`src/rtl/cmp_sar_search_if.sv`:
```
// ---------------------------------------------------------------------------
// cmp_sar_search_if
//   Bundles the search handshake and comparator-facing signals of
//   cmp_sar_search.
//
//   Signals
//     start     search request (sampled by the controller only when idle)
//     cmp_code  comparator result: 10 A>B, 01 A<B, 00 A==B, 11 illegal
//     cmp_en    comparator enable (high only while probing)
//     cmp_b     probe value driven to the comparator B operand
//     busy      search in progress
//     done      one-cycle completion pulse
//     found     last search ended on equality
//     err       last search ended inconsistently
//     result    recovered value (valid when found)
//
//   Modports
//     master    requester + comparator side (drives start, cmp_code)
//     slave     the search controller
// ---------------------------------------------------------------------------
interface cmp_sar_search_if #(
    parameter int WIDTH = 4
);
    logic             start;
    logic [1:0]       cmp_code;
    logic             cmp_en;
    logic [WIDTH-1:0] cmp_b;
    logic             busy;
    logic             done;
    logic             found;
    logic             err;
    logic [WIDTH-1:0] result;

    modport master (
        output start,
        output cmp_code,
        input  cmp_en,
        input  cmp_b,
        input  busy,
        input  done,
        input  found,
        input  err,
        input  result
    );

    modport slave (
        input  start,
        input  cmp_code,
        output cmp_en,
        output cmp_b,
        output busy,
        output done,
        output found,
        output err,
        output result
    );
endinterface

```
`src/rtl/cmp_sar_search.sv`:
```
// ---------------------------------------------------------------------------
// cmp_sar_search
//   Successive-approximation controller. The unknown value sits on the
//   comparator A input; this block drives the comparator enable and the
//   B operand, binary-searches [0, 2^WIDTH-1] from the returned compare
//   code, and reports the value once the comparator signals equality.
//   An inconsistent code sequence (or the illegal code 11) ends the
//   search with err.
//
//   Ports
//     clk    rising-edge clock
//     rst_n  asynchronous active-low reset; aborts any search, no done pulse
//     bus    cmp_sar_search_if.slave (start, cmp_code in; cmp_en, cmp_b,
//            busy, done, found, err, result out)
//
//   Configuration macro
//     CMP_SAR_CODE_PIPE_EN  register cmp_code at the end of each PROBE
//                           cycle and evaluate it in an extra WAIT cycle
//                           (2 cycles per probe). Undefined: the code is
//                           evaluated directly at the end of PROBE.
//
//   state | meaning
//   IDLE  | waiting for start; found/err/result hold the last outcome
//   PROBE | cmp_en=1, cmp_b=mid; code evaluated here unless pipelined
//   WAIT  | pipelined build only: probe held, registered code evaluated
//   DONE  | one-cycle done pulse, start ignored
// ---------------------------------------------------------------------------
module cmp_sar_search #(
    parameter int WIDTH = 4
) (
    input  logic              clk,
    input  logic              rst_n,
    cmp_sar_search_if.slave   bus
);

    localparam logic [1:0] S_IDLE  = 2'd0;
    localparam logic [1:0] S_PROBE = 2'd1;
    localparam logic [1:0] S_WAIT  = 2'd2;
    localparam logic [1:0] S_DONE  = 2'd3;

`ifdef CMP_SAR_CODE_PIPE_EN
    localparam logic [1:0] S_EVAL  = S_WAIT;
`else
    localparam logic [1:0] S_EVAL  = S_PROBE;
`endif

    localparam logic [WIDTH-1:0] MAX_VAL = {WIDTH{1'b1}};
    localparam logic [WIDTH:0]   ONE_X   = {{WIDTH{1'b0}}, 1'b1};

    logic [1:0]       r_state;
    logic [WIDTH-1:0] r_lo;
    logic [WIDTH-1:0] r_hi;
    logic [WIDTH-1:0] r_cmp_b;
    logic             r_found;
    logic             r_err;
    logic [WIDTH-1:0] r_result;
`ifdef CMP_SAR_CODE_PIPE_EN
    logic [1:0]       r_code;
`endif

    logic [WIDTH:0]   w_sum;
    logic [WIDTH-1:0] w_mid;
    logic [WIDTH:0]   w_mid_p1;
    logic [WIDTH:0]   w_mid_m1;
    logic             w_up_ok;
    logic             w_dn_ok;
    logic [1:0]       w_code;
    logic             w_eval_now;
    logic             w_hit;
    logic             w_fail;
    logic             w_go_up;
    logic             w_probing;

    // Sum formed one bit wider so lo+hi never wraps.
    assign w_sum    = {1'b0, r_lo} + {1'b0, r_hi};
    assign w_mid    = w_sum[WIDTH:1];
    assign w_mid_p1 = {1'b0, w_mid} + ONE_X;
    assign w_mid_m1 = {1'b0, w_mid} - ONE_X;

    // The max/zero guards come first; the widened compares then never
    // see a wrapped value.
    assign w_up_ok  = (w_mid != MAX_VAL)       && (w_mid_p1 <= {1'b0, r_hi});
    assign w_dn_ok  = (w_mid != {WIDTH{1'b0}}) && (w_mid_m1 >= {1'b0, r_lo});

`ifdef CMP_SAR_CODE_PIPE_EN
    assign w_code = r_code;
`else
    assign w_code = bus.cmp_code;
`endif

    assign w_eval_now = (r_state == S_EVAL);

    always_comb begin
        w_hit   = 1'b0;
        w_fail  = 1'b0;
        w_go_up = 1'b0;
        case (w_code)
            2'b00: w_hit = 1'b1;
            2'b10: begin
                if (w_up_ok) w_go_up = 1'b1;
                else         w_fail  = 1'b1;
            end
            2'b01: begin
                if (!w_dn_ok) w_fail = 1'b1;
            end
            default: w_fail = 1'b1;
        endcase
    end

    always_ff @(posedge clk or negedge rst_n) begin
        if (!rst_n) begin
            r_state  <= S_IDLE;
            r_lo     <= '0;
            r_hi     <= '0;
            r_cmp_b  <= '0;
            r_found  <= 1'b0;
            r_err    <= 1'b0;
            r_result <= '0;
`ifdef CMP_SAR_CODE_PIPE_EN
            r_code   <= 2'b00;
`endif
        end else begin
            case (r_state)
                S_IDLE: begin
                    if (bus.start) begin
                        r_lo    <= '0;
                        r_hi    <= MAX_VAL;
                        r_found <= 1'b0;
                        r_err   <= 1'b0;
                        r_state <= S_PROBE;
                    end
                end
                S_PROBE: begin
                    // Remember the probe so cmp_b holds once cmp_en drops.
                    r_cmp_b <= w_mid;
`ifdef CMP_SAR_CODE_PIPE_EN
                    r_code  <= bus.cmp_code;
                    r_state <= S_WAIT;
`endif
                end
                S_WAIT:  r_state <= S_PROBE;
                S_DONE:  r_state <= S_IDLE;
                default: r_state <= S_IDLE;
            endcase

            // Outcome of the current probe; overrides the state step above.
            if (w_eval_now) begin
                if (w_hit) begin
                    r_result <= w_mid;
                    r_found  <= 1'b1;
                    r_state  <= S_DONE;
                end else if (w_fail) begin
                    r_err    <= 1'b1;
                    r_state  <= S_DONE;
                end else if (w_go_up) begin
                    r_lo     <= w_mid_p1[WIDTH-1:0];
                    r_state  <= S_PROBE;
                end else begin
                    r_hi     <= w_mid_m1[WIDTH-1:0];
                    r_state  <= S_PROBE;
                end
            end
        end
    end

    assign w_probing  = (r_state == S_PROBE) || (r_state == S_WAIT);

    assign bus.cmp_en = w_probing;
    // lo/hi only move at the end of a probe, so mid is stable through WAIT.
    assign bus.cmp_b  = w_probing ? w_mid : r_cmp_b;
    assign bus.busy   = w_probing;
    assign bus.done   = (r_state == S_DONE);
    assign bus.found  = r_found;
    assign bus.err    = r_err;
    assign bus.result = r_result;

endmodule

```
`src/flat_wrapper.sv`:
```
// flat-port wrapper written by rule: the top's interface ports become plain ports
module cmp_sar_search_flat 
#(
    parameter int WIDTH = 4
)
  (clk, rst_n, bus_start, bus_cmp_code, bus_cmp_en, bus_cmp_b, bus_busy, bus_done, bus_found, bus_err, bus_result);
  cmp_sar_search_if #(.WIDTH(WIDTH)) bus_i ();
  input  logic clk;
  input  logic rst_n;
  input wire logic [$bits(bus_i.start)-1:0] bus_start;
  input wire logic [$bits(bus_i.cmp_code)-1:0] bus_cmp_code;
  output wire logic [$bits(bus_i.cmp_en)-1:0] bus_cmp_en;
  output wire logic [$bits(bus_i.cmp_b)-1:0] bus_cmp_b;
  output wire logic [$bits(bus_i.busy)-1:0] bus_busy;
  output wire logic [$bits(bus_i.done)-1:0] bus_done;
  output wire logic [$bits(bus_i.found)-1:0] bus_found;
  output wire logic [$bits(bus_i.err)-1:0] bus_err;
  output wire logic [$bits(bus_i.result)-1:0] bus_result;
  assign bus_i.start = bus_start;
  assign bus_i.cmp_code = bus_cmp_code;
  assign bus_cmp_en = bus_i.cmp_en;
  assign bus_cmp_b = bus_i.cmp_b;
  assign bus_busy = bus_i.busy;
  assign bus_done = bus_i.done;
  assign bus_found = bus_i.found;
  assign bus_err = bus_i.err;
  assign bus_result = bus_i.result;
  cmp_sar_search #(.WIDTH(WIDTH)) u_core (.clk(clk), .rst_n(rst_n), .bus(bus_i));
endmodule
```
`config.mk`:
```
export PLATFORM = sky130hd
export DESIGN_NAME = cmp_sar_search_flat
export DESIGN_NICKNAME = d
export VERILOG_FILES = /design/src/rtl/cmp_sar_search_if.sv /design/src/rtl/cmp_sar_search.sv /design/src/flat_wrapper.sv
export SDC_FILE = /design/constraint.sdc
export NUM_CORES = 1
export LEC_CHECK = 0
export CORE_ASPECT_RATIO = 1.25
export CORE_MARGIN = 5
export CORE_UTILIZATION = 55
export CTS_CLUSTER_DIAMETER = 120
export DETAILED_ROUTE_END_ITERATION = 8
export GPL_TIMING_DRIVEN = 0
export PLACE_DENSITY = 0.84
export SLEW_MARGIN = 20
export SYNTH_ARGS = -nofsm -noshare
export SYNTH_HDL_FRONTEND = slang
export SYNTH_SLANG_ARGS = --single-unit
```
`constraint.sdc`:
```
create_clock -name clk -period 6.1 [get_ports clk]
set_clock_uncertainty 0.2 [all_clocks]
set_input_delay 1.83 -clock clk [delete_from_list [all_inputs] [get_ports clk]]
set_output_delay 1.83 -clock clk [all_outputs]
set_load 0.005 [all_outputs]
```
# After elaboration in Yosys (flattened, before gate mapping)
# Index checks and enable logic that the tools add are counted.
[classes]
addsub = 3
multipliers = 0
div = 0
magnitude_cmp = 2
n_eq_ne = 7
shifts = 0
n_mux = 33
bitwise_logic = 0
reduce_logical = 9
[op_table]
columns = ["cell", "n"]
rows = [
  ["$mux 4", 13],
  ["$mux 1", 14],
  ["$mux 2", 4],
  ["$reduce_bool 4->1", 2],
  ["$eq 2x2->1 const B", 3],
  ["$pmux 2 s3", 1],
  ["$add 4x1->5 const B", 1],
  ["$add 4x4->5", 1],
  ["$ge 5x4->1", 1],
  ["$le 5x4->1", 1],
  ["$sub 4x1->5 const B", 1],
  ["$eq 2x1->1 const B", 2],
  ["$logic_not 2->1", 2],
  ["$ne 4x4->1 const B", 1],
  ["$reduce_and 2->1", 2],
  ["$ne 3x2->1 const B", 1],
  ["$pmux 1 s3", 1],
  ["$logic_and 1x1->1", 2],
  ["$logic_or 1x1->1", 1],
]
[word_totals]
register_bits = 20
latchBits = 0
ramBits = 0
romBits = 0
inputBits = 5
out_inout_bits = 13
wordCells = 61
n_memories = 0

# Logic depth before layout (Yosys ltp)
# Gate-level depths: netlist of the first run.
[logic_depth]
ltp_word = 10
mapped_depth = 13
mapped_depth_nobuf = 12

# Worst setup path before layout of the first run
# No wires, ideal clock.
[synth_timing]
kind = "reg-to-reg"
from = "register u_core.r_hi[1]"
to = "register u_core.r_lo[2]"
setup_time_ns = 0.125
t_arrival_ns = 3.309
t_required_ns = 5.775
path_slack_ns = 2.466
path_stages_with_launch = 14
n_path_buf = 1
period_less_slack_ns = 3.634
path_cell_list = "dfrtp_1 -> inv_1 -> fa_1 -> xor2_1 -> inv_1 -> ha_1 -> xor2_1 -> ha_1 -> or2_2 -> o311ai_0 -> a21oi_1 -> or4_4 -> buf_6 -> mux2_4"
[synth_via]
elab_chain_len = 10
word_cells_on_any_way = 18
cone_classes = "add/sub (3); order compare (2); eq/ne (1); mux (9); reduce/logical (3)"
[synth_lines]
columns = ["element", "line_no", "text"]
rows = [
  ["start: declaration", "cmp_sar_search.sv:52", "logic [WIDTH-1:0] r_hi;"],
  ["start signal: assignment", "cmp_sar_search.sv:159", "r_hi <= w_mid_m1[WIDTH-1:0];"],
  ["$add 4x4->5 (*)", "cmp_sar_search.sv:75", "assign w_sum = {1'b0, r_lo} + {1'b0, r_hi};"],
  ["net u_core.w_sum[2]", "cmp_sar_search.sv:61", "logic [WIDTH:0] w_sum;"],
  ["$add 4x1->5", "cmp_sar_search.sv:77", "assign w_mid_p1 = {1'b0, w_mid} + ONE_X;"],
  ["$le 5x4->1", "cmp_sar_search.sv:82", "assign w_up_ok = (w_mid != MAX_VAL) && (w_mid_p1 <= {1'b0, r_hi});"],
  ["$logic_and 1x1->1", "cmp_sar_search.sv:82", ""],
  ["$mux 1", "cmp_sar_search.sv:100", "if (w_up_ok) w_go_up = 1'b1;"],
  ["$mux 1", "cmp_sar_search.sv:97", "case (w_code)"],
  ["$mux 4", "cmp_sar_search.sv:155", "end else if (w_go_up) begin"],
  ["$mux 4 (*)", "cmp_sar_search.sv:152", "end else if (w_fail) begin"],
  ["$mux 4 (*)", "cmp_sar_search.sv:148", "if (w_hit) begin"],
  ["$mux 4 (*)", "cmp_sar_search.sv:147", "if (w_eval_now) begin"],
  ["end signal: assignment", "cmp_sar_search.sv:156", "r_lo <= w_mid_p1[WIDTH-1:0];"],
  ["end: declaration", "cmp_sar_search.sv:51", "logic [WIDTH-1:0] r_lo;"],
]
# Mark *: on every way through the listed nets, which the timed path passes. The rest lies on a longest branch.
# A chain may end at the register's enable or synchronous reset.

# Final worst setup path of the first run
[layout_timing]
from = "register u_core.r_hi[1]"
to = "output bus_cmp_b[1]"
[layout_via]
elab_chain_len = 2
[layout_lines]
columns = ["element", "line_no", "text"]
rows = [
  ["$add 4x4->5", "cmp_sar_search.sv:75", ""],
  ["net u_core.w_sum[2]", "cmp_sar_search.sv:61", ""],
  ["$mux 4", "cmp_sar_search.sv:170", "assign bus.cmp_b = w_probing ? w_mid : r_cmp_b;"],
  ["end: declaration", "flat_wrapper.sv:13", "output wire logic [$bits(bus_i.cmp_b)-1:0] bus_cmp_b;"],
]
# The timed path passes the listed nets, and every way through them passes these cells.

==> results of run 1 <==
## cell families after synthesis
group,after synthesis
xor gates and xnor gates,5
adders and majority gates,20
AOI/OAI and AO/OA,26
muxes,15
and+or+nand+nor,54
buffers and inverters,18
DFF,20
## registers in the layout (all words and copies together) (netlist names)
signal             flops
u_core.r_lo            4
u_core.bus.result      4
u_core.r_state         2
u_core.r_hi            4
u_core.bus.err         1
u_core.bus.found       1
u_core.r_cmp_b         4
## critical path, stage by stage, from the launching register on
cell and delay (ns):
sky130_fd_sc_hd__dfrtp_1 0.41, sky130_fd_sc_hd__inv_1 0.10, sky130_fd_sc_hd__fa_1 0.49, sky130_fd_sc_hd__xor2_1 0.36
sky130_fd_sc_hd__inv_1 0.18, sky130_fd_sc_hd__mux2_2 0.30, sky130_fd_sc_hd__clkdlybuf4s50_1 0.44
## cell usage in the layout (no fill, tap or decap), types with 3 or more instances in the layout
cell type                         Yosys  routed
sky130_fd_sc_hd__dfrtp_1             20      20
sky130_fd_sc_hd__nand2_1             19      19
sky130_fd_sc_hd__ha_1                19      19
sky130_fd_sc_hd__clkdlybuf4s50_1      0      17
sky130_fd_sc_hd__inv_1               14      14
sky130_fd_sc_hd__nor2_1              12      12
sky130_fd_sc_hd__a21oi_1             12      12
sky130_fd_sc_hd__mux2_2               7       7
sky130_fd_sc_hd__mux2i_1              6       6
sky130_fd_sc_hd__o21ai_0              6       6
sky130_fd_sc_hd__xor2_1               4       4
sky130_fd_sc_hd__nor2b_1              3       3
sky130_fd_sc_hd__nand3_1              3       3
sky130_fd_sc_hd__nor3_1               3       3
sky130_fd_sc_hd__clkbuf_4             0       3
## metal layers
layer  vias to the layer above  wire (um)  global-route usage
li1                        594          -                   -
met1                       599       1390               0.217
met2                        34       1850               0.360
met3                        12        138              0.0358
met4                         0         77              0.0950
met5                         -          0                   0
## synthesized netlist by cell type
cell type                  count
sky130_fd_sc_hd__and4_4        1
sky130_fd_sc_hd__or3b_2        2
sky130_fd_sc_hd__o21ai_0       6
sky130_fd_sc_hd__nand3_1       3
sky130_fd_sc_hd__buf_4         1
sky130_fd_sc_hd__or2_2         2
sky130_fd_sc_hd__dfrtp_1      20
sky130_fd_sc_hd__buf_6         1
sky130_fd_sc_hd__nand4_2       1
sky130_fd_sc_hd__nor4_1        1
sky130_fd_sc_hd__o21a_1        1
sky130_fd_sc_hd__nand2_2       1
sky130_fd_sc_hd__o32a_1        1
sky130_fd_sc_hd__and4b_1       1
sky130_fd_sc_hd__nor4b_1       1
sky130_fd_sc_hd__nand2_1      19
sky130_fd_sc_hd__or4_4         1
sky130_fd_sc_hd__mux2_4        2
sky130_fd_sc_hd__ha_1         19
sky130_fd_sc_hd__o31ai_2       1
sky130_fd_sc_hd__nor2b_1       3
sky130_fd_sc_hd__xnor2_1       1
sky130_fd_sc_hd__xor2_1        4
sky130_fd_sc_hd__fa_1          1
sky130_fd_sc_hd__a211oi_1      1
sky130_fd_sc_hd__mux2_2        7
sky130_fd_sc_hd__nor2_1       12
sky130_fd_sc_hd__o311ai_0      2
sky130_fd_sc_hd__a21oi_1      12
sky130_fd_sc_hd__o211ai_1      1
sky130_fd_sc_hd__clkbuf_1      2
sky130_fd_sc_hd__mux2i_1       6
sky130_fd_sc_hd__or4b_1        1
sky130_fd_sc_hd__nand4_1       2
sky130_fd_sc_hd__inv_1        14
sky130_fd_sc_hd__a21oi_2       1
sky130_fd_sc_hd__nor3_1        3
## metrics by stage
stage          utilization  hold WS [ns]  instance area (um^2)
4_1_cts              0.663         0.308                  1760
3_5_place_dp         0.644         0.279                  1710
5_1_grt              0.663         0.340                  1760
2_1_floorplan            -         0.271                  1500
3_3_place_gp         0.644         0.265                  1710
6_report             0.663         0.299                  1760
## layout make-up
class	count	area, um^2
clock inverter	1	30.0
sequential	20	500
buffer	4	26.3
clock buffer	3	22.5
fill	204	893
multi-input combinational	120	916
inverter	14	52.6
tap	34	42.5
timing repair buffer	17	170
## worst paths after layout
path / start / to / slack, ns / cells past startpoint
max reg2reg: u_core.r_hi[1] / u_core.r_lo[2] / 1.99 / 13
min in group asynchronous: rst_n / u_core.r_cmp_b[0] / 1.82 / 1
max: u_core.r_hi[1] / bus_cmp_b[1] / 1.48 / 6
max in group asynchronous: rst_n / u_core.r_lo[2] / 3.31 / 1
min reg2reg: u_core.bus.result[0] / u_core.bus.result[0] / 0.30 / 2
min: u_core.bus.result[0] / u_core.bus.result[0] / 0.30 / 2
==> results.txt, run 1 <==
- The worst path in the final design needs a cycle of between 4 and 5 ns, including I/O delays and setup.
* Max Freq: 217 MHz
* Die span in x: 56.6 um
- The area growth from synthesis to layout is 17.7%.
* Endpoints failing hold: 0
* Final setup violation count: 0
- Compound-cell area share of the yosys netlist: 0.108
- Cells resized by post-CTS repair: 0
- Synthesized instance count: 158
* Critical path required time: a little over 4 ns
- Largest cells by area after synthesis: sky130_fd_sc_hd__dfrtp_1 (33%), sky130_fd_sc_hd__ha_1 (16%), sky130_fd_sc_hd__mux2_2 (5.3%)
- Crit path launch type: flop
* Clock root cell: sky130_fd_sc_hd__clkbuf_4
- The run finished with clean final reports.
- Post-Synth XOR/XNOR Area: 0.0293
- When the netlist entered floorplanning its net count stood at 183.
* Global route overflow: 0
- Number of iterations in the first detailed-routing pass: 4
- For the pin with the worst max-slew slack, the measured transition is between 0.9 and 1 ns.
- The share of synthesized area in the top cell type comes to 0.335.
* Clock net sink count: 20
- Clock latency at the later pin of the worst-skew pair: ~0.32 ns
- TritonCTS clock tree: yes
- Die area: between 3000 and 4000 um^2
* Setup Crit Path Kind: reg -> out
- Worst Setup End Kind: output pin
- Post-synthesis adder-cell area fraction: 0.172
- After synthesis, the mean cell area works out to 9.46 um^2.
- Post-CTS Hold Fix Bufs: 0
- Worst slack after detailed placement: roughly 1.8 ns
- Io pins: 18
- Cell area after synthesis: 1500 um^2
- Portion of netlist area occupied by mux cells: 0.113
- At the worst endpoint, the arrival time is 2.59 ns.
- Clock transition at the register clock pins on the worst setup and hold paths after CTS: approximately 0.13 ns
- Number of global-route vias before repair: 1,283
- Non-Filler Instances: 213
- Critical path peak fanout: 5
- Mean routed wirelength per cell: approximately 16 um
* Final WS setup: 1.48 ns
* Maximum count of clock buffers along a single path: 2
* Core Footprint: 2650 um^2
- In this run, placement finished with an instance count of 209.
- Overall fraction of global-route tracks in use: 0.196
- DRC Markers: 0
* Count of state elements after synthesis: 20
- For this run, the register share of the synthesized area comes to 0.335.
* Pin count of the biggest net entering global routing: 21
* Number of antenna violations at the first check in global routing: 0
* Post-route ant nets: 0
- Number of max-slew violations in the final report: 0
- Cell type with the highest aggregate area in the netlist: sky130_fd_sc_hd__dfrtp_1
- Summed negative setup slack over all endpoints: 0 ns
* Max-cap violations: 0
- Layout cell share with drive strength beyond 1: 0.140
- Drt via density: 5.82
- Number of buffers created by CTS: 3
* Total number of vias: 1,239
* Final HPWL from detailed placement: 2700 um
- Row count: 21
* Worst slew margin relative to its limit: 0.374
- Total wire length: 3460 um
* Buffers on Ports: 17
* Global-route wire length before repair: 5800 um
* ANT cells: 0
- Starting Density: 0.563
- The number of setup buffers added after CTS is 0.
- Unrepaired setup endpoints after global routing: false
- After synthesis, the netlist uses 37 different library cells.
- In this run, the number of DRC markers left after iteration 0 of detailed routing was 45.
* Simple-gate share of the synthesized area: 0.190
- Routability congestion estimate from global placement: ~0.90
* H-tree level count: 1
* Die Y: 68.3 um
- After synthesis, the largest family of logic cells by area is simple AND/OR/NAND/NOR gates.
- # nets final: 205
- Classification of the worst-slack hold path: reg -> reg
* Fin crit share: 0.757
- For this run, the number of Yosys warnings is 0.
Power of run 1 is not shown: default switching activity piles up to over one toggle a cycle in this logic, so the estimate is an artifact.
==> run 2: changes to the inputs <==
CORE_UTILIZATION = 50   (was 55)
PLACE_DENSITY = 0.81   (was 0.84)
clock period = 3.8 ns   (was 6.1 ns; I/O delays follow)
==> run 2 against run 1 <==
Against the previous run:
- worst hold slack better by 0.0029 ns
- core utilization fell by 3.2 points
- sequential share of layout area fell by 1.2 points
- critical path depth rose by 1
==> results.txt, run 2 (synthesized netlist as in run 1, its figures left out) <==
* Run status: finished clean
- The first-pass detailed-route iteration total came to 4 (unchanged).
- Drt via density: 5.71 (-1.8%)
- The core utilization of the finished layout came to 0.632 (-0.0317).
- Global-route wire length before repair: 6000 um (+3.5%)
* Routability congestion estimate from global placement: 0.906 (+0.51%)
* Max-cap violations: 0 (unchanged)
- The layout net count came to 211 (+2.9%).
- The clock-pin slew of the registers on the worst-case setup and hold paths came to 0.12 ns (about the same).
- The tree is rooted in a sky130_fd_sc_hd__clkbuf_4.
- Based on the critical path, the design can be clocked at up to 269 MHz.
- ANT cells: 0 (unchanged)
- Crit path launch type: flop
* Critical path required time: 2.46 ns (-1.61 ns)
- In this run the most critical hold path is launched from u_core.bus.result[0].
- Iter 0 DRT Violations: 23 (-49%)
* Pin count of the biggest net entering global routing: 21 (unchanged)
* Endpoints failing hold: 0 (unchanged)
* Final HPWL from detailed placement: 2700 um (-0.11%)
- The number of nets still failing antenna checks after routing is 0 (unchanged).
- The number of placed instances, taps included came to 211 (+0.96%).
* Starting Density: 0.512 (-0.0510)
- The site row count was 22 (+4.8%).
* Top library cells by usage in the layout, fill and taps aside: sky130_fd_sc_hd__nand2_1 (19), sky130_fd_sc_hd__dfrtp_1 (19), sky130_fd_sc_hd__ha_1 (17), sky130_fd_sc_hd__clkdlybuf4s50_1 (17), sky130_fd_sc_hd__inv_1 (13)
- The total DRC errors in the routed layout came to 0 (unchanged).
- The full die area is 4190 um^2 (+8.4%).
- The startpoint identified for the worst register-to-register timing path is u_core.r_lo[0].
- The overall routed net length came to 3570 um (+3.1%).
- The number of global-route vias before repair was 1,259 (-1.9%).
- The total of buffers placed on input and output ports was 17 (unchanged).
- Clock latency at the later pin of the worst-skew pair: 0.32 ns (about the same)
- Classification of the worst-slack hold path: reg -> reg
- The number of top-level pins was 18 (unchanged).
- The area of the placeable core is 2920 um^2 (+9.9%).
- The worst relative slew slack is 0.361 (-0.0137).
- Setup Crit Path Kind: reg -> out
* Number of max-slew violations in the final report: 0 (unchanged)
- The remaining global-route overflow came to 0 (unchanged).
- Arrival time of data at the critical path endpoint: 2.38 ns (-0.21 ns)
* Critical path peak fanout: 5 (unchanged)
- The maximum clock insertion buffer count came to 2 (unchanged).
- The proportion of layout cells with a drive suffix above 1 is 0.222 (+0.0820).
* Final setup violation count: 0 (unchanged)
* Non-Filler Instances: 221 (+3.8%)
- Filler Cells Inserted: 245 (+20%)
- Counting I/O delays and the setup requirement, the final critical path takes 3.72 ns.
* Crit path from: u_core.r_lo[0]
- In the finished design, the share of the clock period the worst path needs comes to 0.979.
* TritonCTS clock tree: yes
* Clock net sink count: 20 (unchanged)
- STA classifies the critical path endpoint as an output pin.
* Number of buffers created by CTS: 3 (unchanged)
* Mean routed wirelength per cell: 16.2 um (-0.58%)
* Unrepaired setup endpoints after global routing: false
* Die span in x: 58.9 um (+4.0%)
- Synthesis-to-finish area growth: 23.3%
- Number of antenna violations at the first check in global routing: 0 (unchanged)
- Total number of vias: 1,263 (+1.9%)
- Die Y: 71.1 um (+4.2%)
- The combined global-route utilization of all metal layers came to 0.187 (-0.00840).
- The actual transition at the worst max-transition pin was 0.956 ns (+0.0204 ns).
- The level count of the clock H-tree came to 1 (unchanged).
==> run 2: changes by cell type in the layout (fill, tap and decap cells not counted), sizes merged <==
cell      delta
buf          +6
bufinv       -1
clkbuf       +1
clkinvlp     +1
inv          -1
==> run 2: cell type report <==
cell class / count / area, um^2 / area share
multi-input cells: 120 / 962 / 0.522
flip-flops and latches: 20 / 502 / 0.272
repair buffers: 23 / 215 / 0.117
inverters: 14 / 56.3 / 0.0305
well taps: 36 / 45.0 / 0.0244
clock buffers: 4 / 36.3 / 0.0197
plain buffers: 4 / 26.3 / 0.0143
==> run 2: worst paths after layout <==
path / end / slack (ns) / depth (start not counted)
setup / recovery: bus_cmp_b[3] / 0.08 / 7
hold / removal: u_core.bus.result[0] / 0.30 / 2
setup reg to reg: u_core.r_lo[2] / 0.12 / 12
hold reg to reg: u_core.bus.result[0] / 0.30 / 2
max in group asynchronous: u_core.r_lo[0] / 1.62 / 1
min in group asynchronous: u_core.r_lo[2] / 1.14 / 1
==> run 2: critical path, cell delays in order (launching register included) <==
cell	delay [ns]
sky130_fd_sc_hd__dfrtp_2	0.43
sky130_fd_sc_hd__nand2_1	0.10
sky130_fd_sc_hd__fa_2	0.44
sky130_fd_sc_hd__nor2b_1	0.20
sky130_fd_sc_hd__o21a_1	0.13
sky130_fd_sc_hd__nor2_1	0.10
sky130_fd_sc_hd__a21oi_1	0.16
sky130_fd_sc_hd__clkdlybuf4s50_1	0.51
==> run 2: through the flow <==
step / area [um^2] / hold WS, ns / setup TNS [ns] / worst slack (ns)
floorplan: 1500 / 0.271 / 0 / 0.166
global placement: 1710 / 0.264 / -0.384 / -0.183
detailed placement: 1710 / 0.267 / -0.764 / -0.268
CTS: 1800 / 0.302 / 0 / 0.0226
global route: 1840 / 0.332 / 0 / 0.00681
finish: 1840 / 0.302 / 0 / 0.0810
==> run 2: timing repair <==
| action | 4_1_cts | 5_1_grt |
|---|---|---|
| hold buffers | 0 | 0 |
| pin swaps | 1 | 1 |
| endpoints found under the setup margin | 8 | 9 |
| buffers inserted | 2 | 4 |
| resized for setup | 8 | 5 |
==> run 2: layer usage <==
| layer | GRT usage | up-vias | wire length, um |
|---|---|---|---|
| li1 | - | 603 | - |
| met1 | 0.222 | 632 | 1510 |
| met2 | 0.318 | 21 | 1880 |
| met3 | 0.0438 | 7 | 114 |
| met4 | 0.0756 | 0 | 59 |
| met5 | 0 | - | 0 |
Power of run 2 is left out for the same reason.
